## config.mk

```make
export PLATFORM = sky130hd
export DESIGN_NAME = inv_round_sequencer_flat
export DESIGN_NICKNAME = d
export VERILOG_FILES = /design/src/rtl/inv_round_sequencer_if.sv /design/src/rtl/inv_round_sequencer.sv /design/src/flat_wrapper.sv
export SDC_FILE = /design/constraint.sdc
export NUM_CORES = 1
export LEC_CHECK = 0
export BUFFER_PORTS_ARGS = -buffer_cell sky130_fd_sc_hd__clkbuf_2
export CELL_PAD_IN_SITES_DETAIL_PLACEMENT = 1
export CELL_PAD_IN_SITES_GLOBAL_PLACEMENT = 2
export CORE_ASPECT_RATIO = 1.1
export CORE_MARGIN = 2
export CORE_UTILIZATION = 33
export CTS_CLUSTER_DIAMETER = 30
export DETAILED_ROUTE_END_ITERATION = 16
export PLACE_DENSITY_LB_ADDON = 0.1
export SLEW_MARGIN = 30
export SYNTH_ARGS = -nofsm -noshare
export SYNTH_HDL_FRONTEND = slang
export SYNTH_SLANG_ARGS = --single-unit
```

## constraint.sdc

```tcl
create_clock -name clock -period 2.4 [get_ports clock]
set_input_delay 0.48 -clock clock [delete_from_list [all_inputs] [get_ports clock]]
set_output_delay 0.48 -clock clock [all_outputs]
set_load 0.02 [all_outputs]
```

## src/rtl/inv_round_sequencer_if.sv

```systemverilog
// ---------------------------------------------------------------------------
// inv_round_sequencer_if
// Handshake and buffer-control bundle between the AES-128 decryption
// round sequencer (master) and the surrounding datapath, key schedule,
// byte source and plaintext sink (slave).
//
//   in_valid / in_ready    ciphertext byte handshake (source -> sequencer)
//   key_req / key_round /  round-key request to the key schedule
//   key_ack
//   buf_wr_en / buf_wr_idx / buf_src_sel   state-buffer write port control
//   buf_rd_idx             state-buffer read index (combinational read)
//   dp_valid               byte at buf_rd_idx enters the round datapath
//   round_num / first_ark / last_round     datapath round and bypass selects
//   out_valid / out_ready  plaintext byte handshake (sequencer -> sink)
//   busy / done            status
// ---------------------------------------------------------------------------
interface inv_round_sequencer_if;
  logic       in_valid;
  logic       in_ready;
  logic       key_req;
  logic [3:0] key_round;
  logic       key_ack;
  logic       buf_wr_en;
  logic [3:0] buf_wr_idx;
  logic       buf_src_sel;
  logic [3:0] buf_rd_idx;
  logic       dp_valid;
  logic [3:0] round_num;
  logic       first_ark;
  logic       last_round;
  logic       out_valid;
  logic       out_ready;
  logic       busy;
  logic       done;

  modport master (
    input  in_valid, key_ack, out_ready,
    output in_ready, key_req, key_round, buf_wr_en, buf_wr_idx, buf_src_sel,
           buf_rd_idx, dp_valid, round_num, first_ark, last_round, out_valid,
           busy, done
  );

  modport slave (
    output in_valid, key_ack, out_ready,
    input  in_ready, key_req, key_round, buf_wr_en, buf_wr_idx, buf_src_sel,
           buf_rd_idx, dp_valid, round_num, first_ark, last_round, out_valid,
           busy, done
  );
endinterface

```

## src/rtl/inv_round_sequencer.sv

```systemverilog
// ---------------------------------------------------------------------------
// inv_round_sequencer
// Control FSM for the byte-serial AES-128 decryption core. Loads a 16-byte
// ciphertext block into the shared state buffer, recirculates it NR+1 times
// through the round datapath (one round key fetched per pass), then unloads
// the plaintext. Owns no data: only indices, enables and bypass selects.
//
// Parameters
//   NR      number of AES rounds; passes run round_num = NR .. 0
//   DP_LAT  round-datapath latency, byte-in to byte-out (1..31)
//
// Ports
//   clock   rising-edge clock
//   rst_n   asynchronous active-low reset
//   bus     inv_round_sequencer_if.master (handshakes, buffer control,
//           datapath selects, status)
// ---------------------------------------------------------------------------
module inv_round_sequencer #(
  parameter int NR     = 10,
  parameter int DP_LAT = 13
) (
  input logic                   clock,
  input logic                   rst_n,
  inv_round_sequencer_if.master bus
);

  typedef enum logic [2:0] {
    S_IDLE,
    S_LOAD,
    S_KEY,
    S_ISSUE,
    S_DRAIN,
    S_UNLOAD
  } state_t;

  localparam logic [3:0] NR_4 = 4'(NR);

  state_t            state, state_d;
  logic [3:0]        wr_idx, wr_idx_d;
  logic [3:0]        rd_idx, rd_idx_d;
  logic [3:0]        round_num, round_d;
  logic              done_q, done_d;
  logic              dp_vld;
  logic [DP_LAT-1:0] vld_p;
  logic              wb_vld;
  logic              in_round;

  // Stage boundary: dp_valid enters vld_p[0]; vld_p[DP_LAT-1] marks the
  // datapath result returning for write-back. Cleared on reset so that
  // bytes in flight at reset never write the buffer afterwards.
  assign wb_vld = vld_p[DP_LAT-1];

  always_ff @(posedge clock or negedge rst_n) begin
    if (!rst_n) begin
      state     <= S_IDLE;
      wr_idx    <= 4'd0;
      rd_idx    <= 4'd0;
      round_num <= 4'd0;
      done_q    <= 1'b0;
      vld_p     <= '0;
    end else begin
      state     <= state_d;
      wr_idx    <= wr_idx_d;
      rd_idx    <= rd_idx_d;
      round_num <= round_d;
      done_q    <= done_d;
      vld_p     <= (vld_p << 1) | DP_LAT'(dp_vld);
    end
  end

  always_comb begin
    state_d         = state;
    wr_idx_d        = wr_idx;
    rd_idx_d        = rd_idx;
    round_d         = round_num;
    done_d          = 1'b0;
    dp_vld          = 1'b0;
    bus.in_ready    = 1'b0;
    bus.key_req     = 1'b0;
    bus.out_valid   = 1'b0;
    bus.buf_rd_idx  = 4'd0;
    // Default write source is the datapath return; LOAD overrides it.
    bus.buf_wr_en   = wb_vld;
    bus.buf_src_sel = wb_vld;

    // Write-backs may overlap ISSUE when DP_LAT < 16, so the write index
    // advances on every returning byte regardless of state.
    if (wb_vld) wr_idx_d = wr_idx + 4'd1;

    case (state)
      S_IDLE: state_d = S_LOAD;

      S_LOAD: begin
        bus.in_ready    = 1'b1;
        bus.buf_wr_en   = bus.in_valid;
        bus.buf_src_sel = 1'b0;
        if (bus.in_valid) begin
          wr_idx_d = wr_idx + 4'd1;
          if (wr_idx == 4'd15) begin
            round_d = NR_4;
            state_d = S_KEY;
          end
        end
      end

      S_KEY: begin
        bus.key_req = 1'b1;
        if (bus.key_ack) state_d = S_ISSUE;
      end

      S_ISSUE: begin
        dp_vld         = 1'b1;
        bus.buf_rd_idx = rd_idx;
        rd_idx_d       = rd_idx + 4'd1;
        if (rd_idx == 4'd15) state_d = S_DRAIN;
      end

      // The 16th write-back always lands here: it trails the last read by
      // at least one cycle.
      S_DRAIN: begin
        if (wb_vld && (wr_idx == 4'd15)) begin
          if (round_num == 4'd0) begin
            rd_idx_d = 4'd0;
            state_d  = S_UNLOAD;
          end else begin
            round_d = round_num - 4'd1;
            state_d = S_KEY;
          end
        end
      end

      S_UNLOAD: begin
        bus.out_valid  = 1'b1;
        bus.buf_rd_idx = rd_idx;
        if (bus.out_ready) begin
          rd_idx_d = rd_idx + 4'd1;
          if (rd_idx == 4'd15) begin
            done_d  = 1'b1;
            state_d = S_LOAD;
          end
        end
      end

      default: state_d = S_IDLE;
    endcase
  end

  assign in_round       = (state == S_KEY) || (state == S_ISSUE) || (state == S_DRAIN);
  assign bus.busy       = in_round;
  assign bus.round_num  = round_num;
  assign bus.key_round  = round_num;
  assign bus.first_ark  = in_round && (round_num == NR_4);
  assign bus.last_round = in_round && (round_num == 4'd0);
  assign bus.dp_valid   = dp_vld;
  assign bus.buf_wr_idx = wr_idx;
  assign bus.done       = done_q;

endmodule
```

## src/flat_wrapper.sv

```systemverilog
// flat-port wrapper written by rule: the top's interface ports become plain ports
module inv_round_sequencer_flat 
#(
  parameter int NR     = 10,
  parameter int DP_LAT = 13
)
  (clock, rst_n, bus_in_valid, bus_key_ack, bus_out_ready, bus_in_ready, bus_key_req, bus_key_round, bus_buf_wr_en, bus_buf_wr_idx, bus_buf_src_sel, bus_buf_rd_idx, bus_dp_valid, bus_round_num, bus_first_ark, bus_last_round, bus_out_valid, bus_busy, bus_done);
  inv_round_sequencer_if bus_i ();
  input logic clock;
  input logic rst_n;
  input wire logic [$bits(bus_i.in_valid)-1:0] bus_in_valid;
  input wire logic [$bits(bus_i.key_ack)-1:0] bus_key_ack;
  input wire logic [$bits(bus_i.out_ready)-1:0] bus_out_ready;
  output wire logic [$bits(bus_i.in_ready)-1:0] bus_in_ready;
  output wire logic [$bits(bus_i.key_req)-1:0] bus_key_req;
  output wire logic [$bits(bus_i.key_round)-1:0] bus_key_round;
  output wire logic [$bits(bus_i.buf_wr_en)-1:0] bus_buf_wr_en;
  output wire logic [$bits(bus_i.buf_wr_idx)-1:0] bus_buf_wr_idx;
  output wire logic [$bits(bus_i.buf_src_sel)-1:0] bus_buf_src_sel;
  output wire logic [$bits(bus_i.buf_rd_idx)-1:0] bus_buf_rd_idx;
  output wire logic [$bits(bus_i.dp_valid)-1:0] bus_dp_valid;
  output wire logic [$bits(bus_i.round_num)-1:0] bus_round_num;
  output wire logic [$bits(bus_i.first_ark)-1:0] bus_first_ark;
  output wire logic [$bits(bus_i.last_round)-1:0] bus_last_round;
  output wire logic [$bits(bus_i.out_valid)-1:0] bus_out_valid;
  output wire logic [$bits(bus_i.busy)-1:0] bus_busy;
  output wire logic [$bits(bus_i.done)-1:0] bus_done;
  assign bus_i.in_valid = bus_in_valid;
  assign bus_i.key_ack = bus_key_ack;
  assign bus_i.out_ready = bus_out_ready;
  assign bus_in_ready = bus_i.in_ready;
  assign bus_key_req = bus_i.key_req;
  assign bus_key_round = bus_i.key_round;
  assign bus_buf_wr_en = bus_i.buf_wr_en;
  assign bus_buf_wr_idx = bus_i.buf_wr_idx;
  assign bus_buf_src_sel = bus_i.buf_src_sel;
  assign bus_buf_rd_idx = bus_i.buf_rd_idx;
  assign bus_dp_valid = bus_i.dp_valid;
  assign bus_round_num = bus_i.round_num;
  assign bus_first_ark = bus_i.first_ark;
  assign bus_last_round = bus_i.last_round;
  assign bus_out_valid = bus_i.out_valid;
  assign bus_busy = bus_i.busy;
  assign bus_done = bus_i.done;
  inv_round_sequencer #(.NR(NR), .DP_LAT(DP_LAT)) u_core (.clock(clock), .rst_n(rst_n), .bus(bus_i));
endmodule
```

==> results of run 1 <==
-- state kept, by name, summed over array words and instances, names as in the netlist --
register,count
u_core.bus.key_round,4
u_core.vld_p,13
u_core.rd_idx,4
u_core.bus.buf_wr_idx,4
u_core.bus.done,1
u_core.state,3
-- routing by layer --
| metal | vias to the layer above | routed length, um |
|---|---|---|
| li1 | 527 | - |
| met4 | 0 | 44 |
| met5 | - | 0 |
| met3 | 4 | 145 |
| met2 | 28 | 1650 |
| met1 | 552 | 1580 |
-- area by class of cell --
class | count | area (um2) | area share
clock buffer | 6 | 82.6 | 0.0493
clock inverter | 2 | 13.8 | 0.00822
inverter | 8 | 30.0 | 0.0179
multi-input combinational | 85 | 598 | 0.357
sequential | 29 | 727 | 0.434
tap | 52 | 65.1 | 0.0389
timing repair buffer | 31 | 158 | 0.0942
-- cell usage in the layout, fill, tap and decap left out, types with 3 or more instances in the layout --
cell      count
clkbuf_2     30
dfrtp_1      28
and3_1        8
inv_1         7
nand3_1       7
nor2_1        6
o21ai_0       6
a21oi_1       6
clkbuf_8      6
ha_1          5
nor3_1        4
nand2_1       4
nor2b_1       3
nand4_1       3
a211oi_1      3
-- what timing repair did --
action	CTS	global route
hold buffers	0	0
gates resized for setup	0	2
endpoints found under the setup margin	0	2
-- worst reg2reg max path: cells and delay by family, from the launching register on --
| kind | cells | cell delay [ps] |
|---|---|---|
| flops | 1 | 430 |
| compound gates | 1 | 190 |
| mux | 1 | 100 |
| buf+inv | 1 | 150 |
| simple gates | 2 | 830 |
| fa+ha+maj | 1 | 180 |
-- metrics by stage --
step / power [mW] / cell area [um2] / cells / hold slack (ps) / util
global placement: 2.05 / 1570 / 205 / 336 / 0.390
CTS: 2.53 / 1670 / 213 / 263 / 0.414
floorplan: 1.76 / 1410 / 130 / 184 / -
global route: 2.74 / 1670 / 213 / 284 / 0.416
finish: 2.51 / 1670 / 213 / 239 / 0.416
detailed placement: 2.09 / 1570 / 205 / 336 / 0.390
-- kinds of logic (layout without fill, tap and decap cells) --
family          count (synthesis)  after routing  share of synthesized area
buf+inv                        16             47                     0.0665
flops                          29             29                      0.514
compound gates                 29             29                      0.140
xor+xnor                        4              4                     0.0248
simple gates                   45             45                      0.195
mux                             2              2                     0.0151
fa+ha+maj                       5              5                     0.0443
-- worst paths after layout --
check / start / to / slack, ps / cells past startpoint
min in group clock: u_core.vld_p[7]$_DFF_PN0_ / u_core.vld_p[8]$_DFF_PN0_ / 350 / 0
min reg2reg: u_core.vld_p[7]$_DFF_PN0_ / u_core.vld_p[8]$_DFF_PN0_ / 350 / 0
max in group asynchronous: rst_n / u_core.state[2]$_DFFE_PN0P_ / 1670 / 1
max reg2reg: u_core.bus.key_round[0]$_DFFE_PN0P_ / u_core.rd_idx[3]$_DFFE_PN0P_ / 400 / 6
max: u_core.bus.key_round[0]$_DFFE_PN0P_ / bus_last_round / 170 / 5
min: rst_n / u_core.bus.key_round[3]$_DFFE_PN0P_ / 240 / 1
-- power breakdown --
part	switching (mW)	internal (mW)	total (mW)
registers	0.221	0.686	0.907
clock network	0.192	0.232	0.423
logic	0.742	0.439	1.18
total	1.16	1.36	2.51
==> flow_summary.toml, run 1 <==
[status]
status = "finished clean"

[place]
io_buffer_count = 30
dp_hpwl_mm = 2.50
post-place-ws_ps = 370
gp_congestion = 0.729

[floorplan]
core_um2 = 4020
fp.dieArea_um2 = 4820
rows = 24
pin_count = 31
die_x_um = 66.4
start_util = 0.351
die_h_um = 72.6

[synth]
synth_edf_count = 0
synth_commonest_cells = "dfrtp_1, and3_1, inv_1, nand3_1"
yosysWarnings = 0
synth_area_leaders = "dfrtp_1, ha_1, and3_1, buf_4, nand3_1"
yosysTopAreaCellShare = 0.514
seq_area_frac_synth = 0.514
netlist_instances = 130
avgSynthCellArea_um2 = 10.9
ys.flop_type = "dfrtp_1"
synth_cell_types = 43
synthesis.area_um2 = 1410
synth_most_common_cell = "dfrtp_1"
syn_nets = 140
async_flop_share = 1.00
yosys.area.top_type = "dfrtp_1"
synth_seq_cells = 29

[global_route]
grt_max_degree = 30
grt_pass1_vias = 1164
grtUsageMet3 = 0.0525
use_met1 = 0.199
grt_busiest_layer = "met2"
antenna_found_initial = 0
grt_pass1_wl_mm = 5.74
met2_usage = 0.260
grt.overflow.total = 0
grt_usage = 0.162

[setup_path]
crit_path_end_kind = "primary output"
worstPathCellList = "inv_1, ha_1, or3b_1, nor2_1, clkbuf_2"
cp_num_buf_inv = 2
slowest_delay_ps = 430
criticalPathCategory = "reg2out"
cp_slowest_cell = "dfrtp_1"
critPathRequiredTime_ps = 1920
cp_max_fo = 5
startpoint_type = "flop"
arrival_ps = 1750
crit_family = "simple AND/OR/NAND/NOR gates"

[finish]
drive_gt1_frac = 0.298
area_growth_pct = 18.6
final.fill_count = 468
insertedDiodeCount = 0
nets = 170

[timing]
finalWorstSetupSlack_ps = 174
worstMarginPinSlew_ps = 710
fin_tns_setup_ps = 0
fmax_ghz = 0.449
finalCriticalPeriod_ps = 2230
finalSetupViolations = 0
period_share = 0.928
hold_viol = 0
max_slew_margin = 0.527
rsz0062_at_grt = "no"
finClkSkew_ps = 7.92
drv_slew = 0

[pwr]
cellLeakagePower_nw = 0.839
power_per_cell_area_nw_per_um2 = 1500
ir_worst_vdd_v = 0.000537

[cts]
clock_latency_ps = 280
clockBufferDepth = 2
cts_tree = "done"
cts_buffers = 5
post_cts_buffers = 0
htree_levels = 2
cts_sinks = 29
cts_root_buffer = "clkbuf_8"
clkTransAtPathRegs_ps = 70

[route]
drt_iter0_drc = 49
final_antenna_net_count = 0
drt_wl_total_mm = 3.43
firstDrtPassIters = 4
vias_per_cell = 5.22
dr_total_vias = 1111
wl_per_cell_um = 16.1
drc = 0

[worst_hold_path]
hp-class = "in2async"

[job]
drv_cap = 0
(Power assumes the default switching activity.)
==> run 2, diff against run 1 <==
==> constraint.sdc (replaced) <==
create_clock -name clock -period 2.4 [get_ports clock]
set_input_delay 0.48 -clock clock [delete_from_list [all_inputs] [get_ports clock]]
set_output_delay 0.48 -clock clock [all_outputs]
set_load 0.05 [all_outputs]
==> run 2 against run 1 <==
  * Non-clock buffer count is 1 higher
  * Clock skew is 1.2 ps lower
  * Die area unchanged
  * Critical path type unchanged
==> flow_summary.toml, run 2 (synthesis results as in run 1) <==
[finish]
drive_gt1_frac = 0.315
largest_register_ffs = 13
area_growth_pct = 21.0
most-common-layout-cells = "clkbuf_2, dfrtp_1, and3_1, inv_1, nand3_1"
layout_commonest_cell = "clkbuf_2"
nets = 171
largest_register = "u_core.vld_p"
final.fill_count = 469
final_cells = 214
insertedDiodeCount = 0

[route]
wl_per_cell_um = 15.5
drt_iter0_drc = 48
drc = 0
firstDrtPassIters = 4
drt_wl_total_mm = 3.32
vias_per_cell = 5.14
final_antenna_net_count = 0
dr_total_vias = 1100

[global_route]
grt_pass1_wl_mm = 5.51
antenna_found_initial = 0
grt_pass1_vias = 1139
grt.overflow.total = 0
grt_max_degree = 30
grt_usage = 0.153

[floorplan]
rows = 24
fp.dieArea_um2 = 4820
start_util = 0.351
core_um2 = 4020
die_h_um = 72.6
pin_count = 31
die_x_um = 66.4

[cts]
clkTransAtPathRegs_ps = 70
post_cts_buffers = 0
cts_tree = "done"
cts_resized = 0
cts_root_buffer = "clkbuf_8"
cts_hold_buffers = 0
clock_latency_ps = 290
clockBufferDepth = 2
cts_buffers = 5
cts_sinks = 29
htree_levels = 2

[place]
gp_congestion = 0.757
dp.cells = 206
io_buffer_count = 30
dp_hpwl_mm = 2.47

[setup_path]
cp_num_buf_inv = 2
crit_path_end_kind = "primary output"
startpoint_type = "flop"
cp_max_fo = 5
slowest_delay_ps = 420
crit_family = "simple AND/OR/NAND/NOR gates"
cp.depth = 5
criticalPathCategory = "reg2out"
arrival_ps = 1790
critPathRequiredTime_ps = 1920
r2r_cells = 6
cp_slowest_cell = "dfrtp_1"
worstPathCellList = "inv_1, ha_1, or3b_1, nor2_2, clkbuf_2"

[worst_hold_path]
hp-class = "in2async"

[status]
status = "finished clean"

[timing]
hold_viol = 0
drv_slew = 0
finClkSkew_ps = 6.70
worstMarginPinSlew_ps = 726
max_slew_margin = 0.516
fin_tns_setup_ps = 0
finalSetupViolations = 0
fmax_ghz = 0.441
timing.hold.ws_ps = 237
rsz0062_at_grt = "no"
period_share = 0.944
finalCriticalPeriod_ps = 2270

[job]
drv_cap = 0
==> run 2: cell types whose count changed in the layout (fill, tap and decap cells not counted), sizes merged <==
cell	delta
clkinvlp	+1
clkinv	-2
bufinv	+1
buf	+1
==> run 2: stage by stage <==
stage | area, um2 | setup slack [ps] | utilization
6_report | 1710 | 133 | 0.424
5_1_grt | 1710 | 7.01 | 0.424
4_1_cts | 1710 | 104 | 0.424
3_5_place_dp | 1590 | 414 | 0.395
3_3_place_gp | 1590 | 447 | 0.395
2_1_floorplan | 1420 | 157 | -
==> run 2: worst reg2reg max path: cells and delay by family, from the launching register on <==
| kind | cells | cell delay (ps) |
|---|---|---|
| and+or+nand+nor | 2 | 820 |
| muxes | 1 | 100 |
| DFF | 1 | 420 |
| adders and majority gates | 1 | 170 |
| buffers and inverters | 1 | 130 |
| AOI/OAI and AO/OA | 1 | 190 |
==> run 2: area by class of cell <==
cell class	count	area, um2	share of cell area
sequential	29	726	0.425
multi-input combinational	85	602	0.352
timing repair buffer	32	165	0.0967
clock buffer	6	82.6	0.0484
tap	52	65.1	0.0381
clock inverter	2	37.5	0.0220
inverter	8	30.0	0.0176
==> run 2: final timing paths <==
check                                               startpoint                                   to  slack [ps]
max                        u_core.bus.key_round[0]$_DFFE_PN0P_                       bus_last_round         130
min                                                      rst_n         u_core.rd_idx[2]$_DFFE_PN0P_         240
max reg2reg                u_core.bus.key_round[0]$_DFFE_PN0P_         u_core.rd_idx[3]$_DFFE_PN0P_         450
min reg2reg                          u_core.vld_p[8]$_DFF_PN0_            u_core.vld_p[9]$_DFF_PN0_         350
max in group asynchronous                                rst_n  u_core.bus.key_round[1]$_DFFE_PN0P_        1700
min in group clock                   u_core.vld_p[8]$_DFF_PN0_            u_core.vld_p[9]$_DFF_PN0_         350
==> run 2: per-layer routing <==
layer	up-vias	routed length [um]	track usage
met1	538	1500	0.198
met3	8	180	0.0340
met4	0	65	0.0680
li1	526	-	-
met2	28	1570	0.243
met5	-	0	0
Power of run 2 is left out: the tool's default activity adds up to more than one toggle a clock period on the data nets, which glitch-free logic cannot reach.
==> run 3, diff against run 2 <==
--- a/config.mk
+++ b/config.mk
@@ -5,14 +5,14 @@
 export SDC_FILE = /design/constraint.sdc
 export NUM_CORES = 1
 export LEC_CHECK = 0
-export BUFFER_PORTS_ARGS = -buffer_cell sky130_fd_sc_hd__clkbuf_2
 export CELL_PAD_IN_SITES_DETAIL_PLACEMENT = 1
 export CELL_PAD_IN_SITES_GLOBAL_PLACEMENT = 2
 export CORE_ASPECT_RATIO = 1.1
-export CORE_MARGIN = 2
-export CORE_UTILIZATION = 33
+export CORE_MARGIN = 10
+export CORE_UTILIZATION = 39
 export CTS_CLUSTER_DIAMETER = 30
 export DETAILED_ROUTE_END_ITERATION = 16
+export DONT_BUFFER_PORTS = 1
 export PLACE_DENSITY_LB_ADDON = 0.1
 export SLEW_MARGIN = 30
 export SYNTH_ARGS = -nofsm -noshare
==> run 3 against run 2 <==
  * First-iteration DRC count up 25%
  * Fmax down 1.1%
  * Clock skew up 3.2 ps
  * Critical path depth down 1
  * Largest cell class unchanged
  * Critical endpoint is now bus_first_ark
==> flow_summary.toml, run 3 (synthesis results as in run 1) <==
[setup_path]
crit_family = "simple AND/OR/NAND/NOR gates"
rrSetupSlack_ps = 450
crit_path_end_kind = "primary output"
criticalPathCategory = "reg2out"
cp_max_fo = 13
r2r_end = "u_core.rd_idx[3]$_DFFE_PN0P_"
r2r-start = "u_core.bus.key_round[0]$_DFFE_PN0P_"
arrival_ps = 1810
cp_num_buf_inv = 1
startpoint_type = "flop"
cp_slowest_cell = "dfrtp_2"
slowest_delay_ps = 500
critPathRequiredTime_ps = 1920
worstPathCellList = "nor3b_4, nor2_1, nor3_2, buf_6"
r2r_cells = 6
cp.depth = 4

[cts]
htree_levels = 2
cts_root_buffer = "clkbuf_4"
clockBufferDepth = 2
clkTransAtPathRegs_ps = 100
cts_buffers = 5
cts_tree = "done"
clock_latency_ps = 340
cts_sinks = 29

[global_route]
grt_max_degree = 30
grt.overflow.total = 0
grt_pass1_vias = 1162
grt_pass1_wl_mm = 5.95
antenna_found_initial = 0
grt_usage = 0.117

[timing]
fmax_ghz = 0.437
finClkSkew_ps = 9.92
drv_slew = 0
finalCriticalPeriod_ps = 2290
hold_viol = 0
fin_tns_setup_ps = 0
max_slew_margin = 0.616
finalSetupViolations = 0
period_share = 0.954
worstMarginPinSlew_ps = 570

[finish]
final_cells = 196
final.fill_count = 386
final_cell_area_um2 = 1700
area_growth_pct = 20.3
drive_gt1_frac = 0.277
insertedDiodeCount = 0
nets = 157
most-common-layout-cells = "dfrtp_1, buf_4, inv_1, nand3_1"
largest_register = "u_core.vld_p"
largest_register_ffs = 13
layout_commonest_cell = "dfrtp_1"
final_util = 0.497

[place]
dp.cells = 186
gp_congestion = 0.835
io_buffer_count = 0
place_area_um2 = 1560
dp_hpwl_mm = 2.53

[worst_hold_path]
hp-class = "in2reg"
min_from = "bus_out_ready"
hold_depth = 1
hold_path_end = "u_core.bus.done$_DFF_PN0_"

[status]
status = "finished clean"

[floorplan]
fp.dieArea_um2 = 6430
start_util = 0.413
rows = 22
die_x_um = 77.4
pin_count = 31
die_h_um = 83.1
core_um2 = 3410

[route]
drc = 0
vias_per_cell = 5.35
dr_total_vias = 1048
drt_iter0_drc = 60
firstDrtPassIters = 4
final_antenna_net_count = 0
drt_wl_total_mm = 3.55
wl_per_cell_um = 18.1

[job]
drv_cap = 0
==> run 3: changes by cell type in the layout (fill, tap and decap cells not counted), sizes merged <==
cell | before | now
buf | 2 | 17
clkbuf | 36 | 6
dlygate4sd3 | 0 | 1
==> run 3: what timing repair did <==
action	4_1_cts	5_1_grt
endpoints found under the hold margin	29	0
setup buffers	0	0
gates resized for setup	1	6
hold buffers	2	0
endpoints found under the setup margin	3	7
==> run 3: final cells by class <==
type                            count  area [um2]  share of cell area
Sequential cell                    29         727               0.428
Multi-Input combinational cell     85         613               0.361
Timing Repair Buffer               18         179               0.105
Tap cell                           48        60.1              0.0354
Clock buffer                        6        51.3              0.0302
Clock inverter                      2        37.5              0.0221
Inverter                            8        30.0              0.0177
==> run 3: stage by stage <==
step           setup slack, ps  hold WS, ps
6_report                   109          289
5_1_grt                  -8.59          265
4_1_cts                   19.9          273
3_5_place_dp               314          185
3_3_place_gp               421          185
2_1_floorplan              157          184
==> run 3: worst register-to-register path, cell delays in order, from the launching register on <==
cell and delay (ps):
dfrtp_1 390, inv_1 120, ha_1 180, or3b_1 430
or3_4 420, a22oi_1 200, mux2i_1 100
==> run 3: layer usage <==
metal | part of all wire | GRT usage | vias up
li1 | - | - | 501
met1 | 0.41 | 0.133 | 514
met5 | 0 | 0 | -
met4 | 0.032 | 0.0611 | 0
met2 | 0.48 | 0.176 | 23
met3 | 0.076 | 0.0560 | 10
==> run 3: worst max-delay path by stage <==
stage                                             start                end  slack (ps)
floorplan           u_core.bus.key_round[0]$_DFFE_PN0P_     bus_last_round         160
global placement            u_core.state[2]$_DFFE_PN0P_      bus_first_ark         420
detailed placement          u_core.state[2]$_DFFE_PN0P_      bus_first_ark         310
CTS                         u_core.state[2]$_DFFE_PN0P_  bus_buf_rd_idx[2]          20
global route                u_core.state[2]$_DFFE_PN0P_      bus_first_ark          -9
finish                      u_core.state[2]$_DFFE_PN0P_      bus_first_ark         110
Power of run 3 is left out for the same reason.
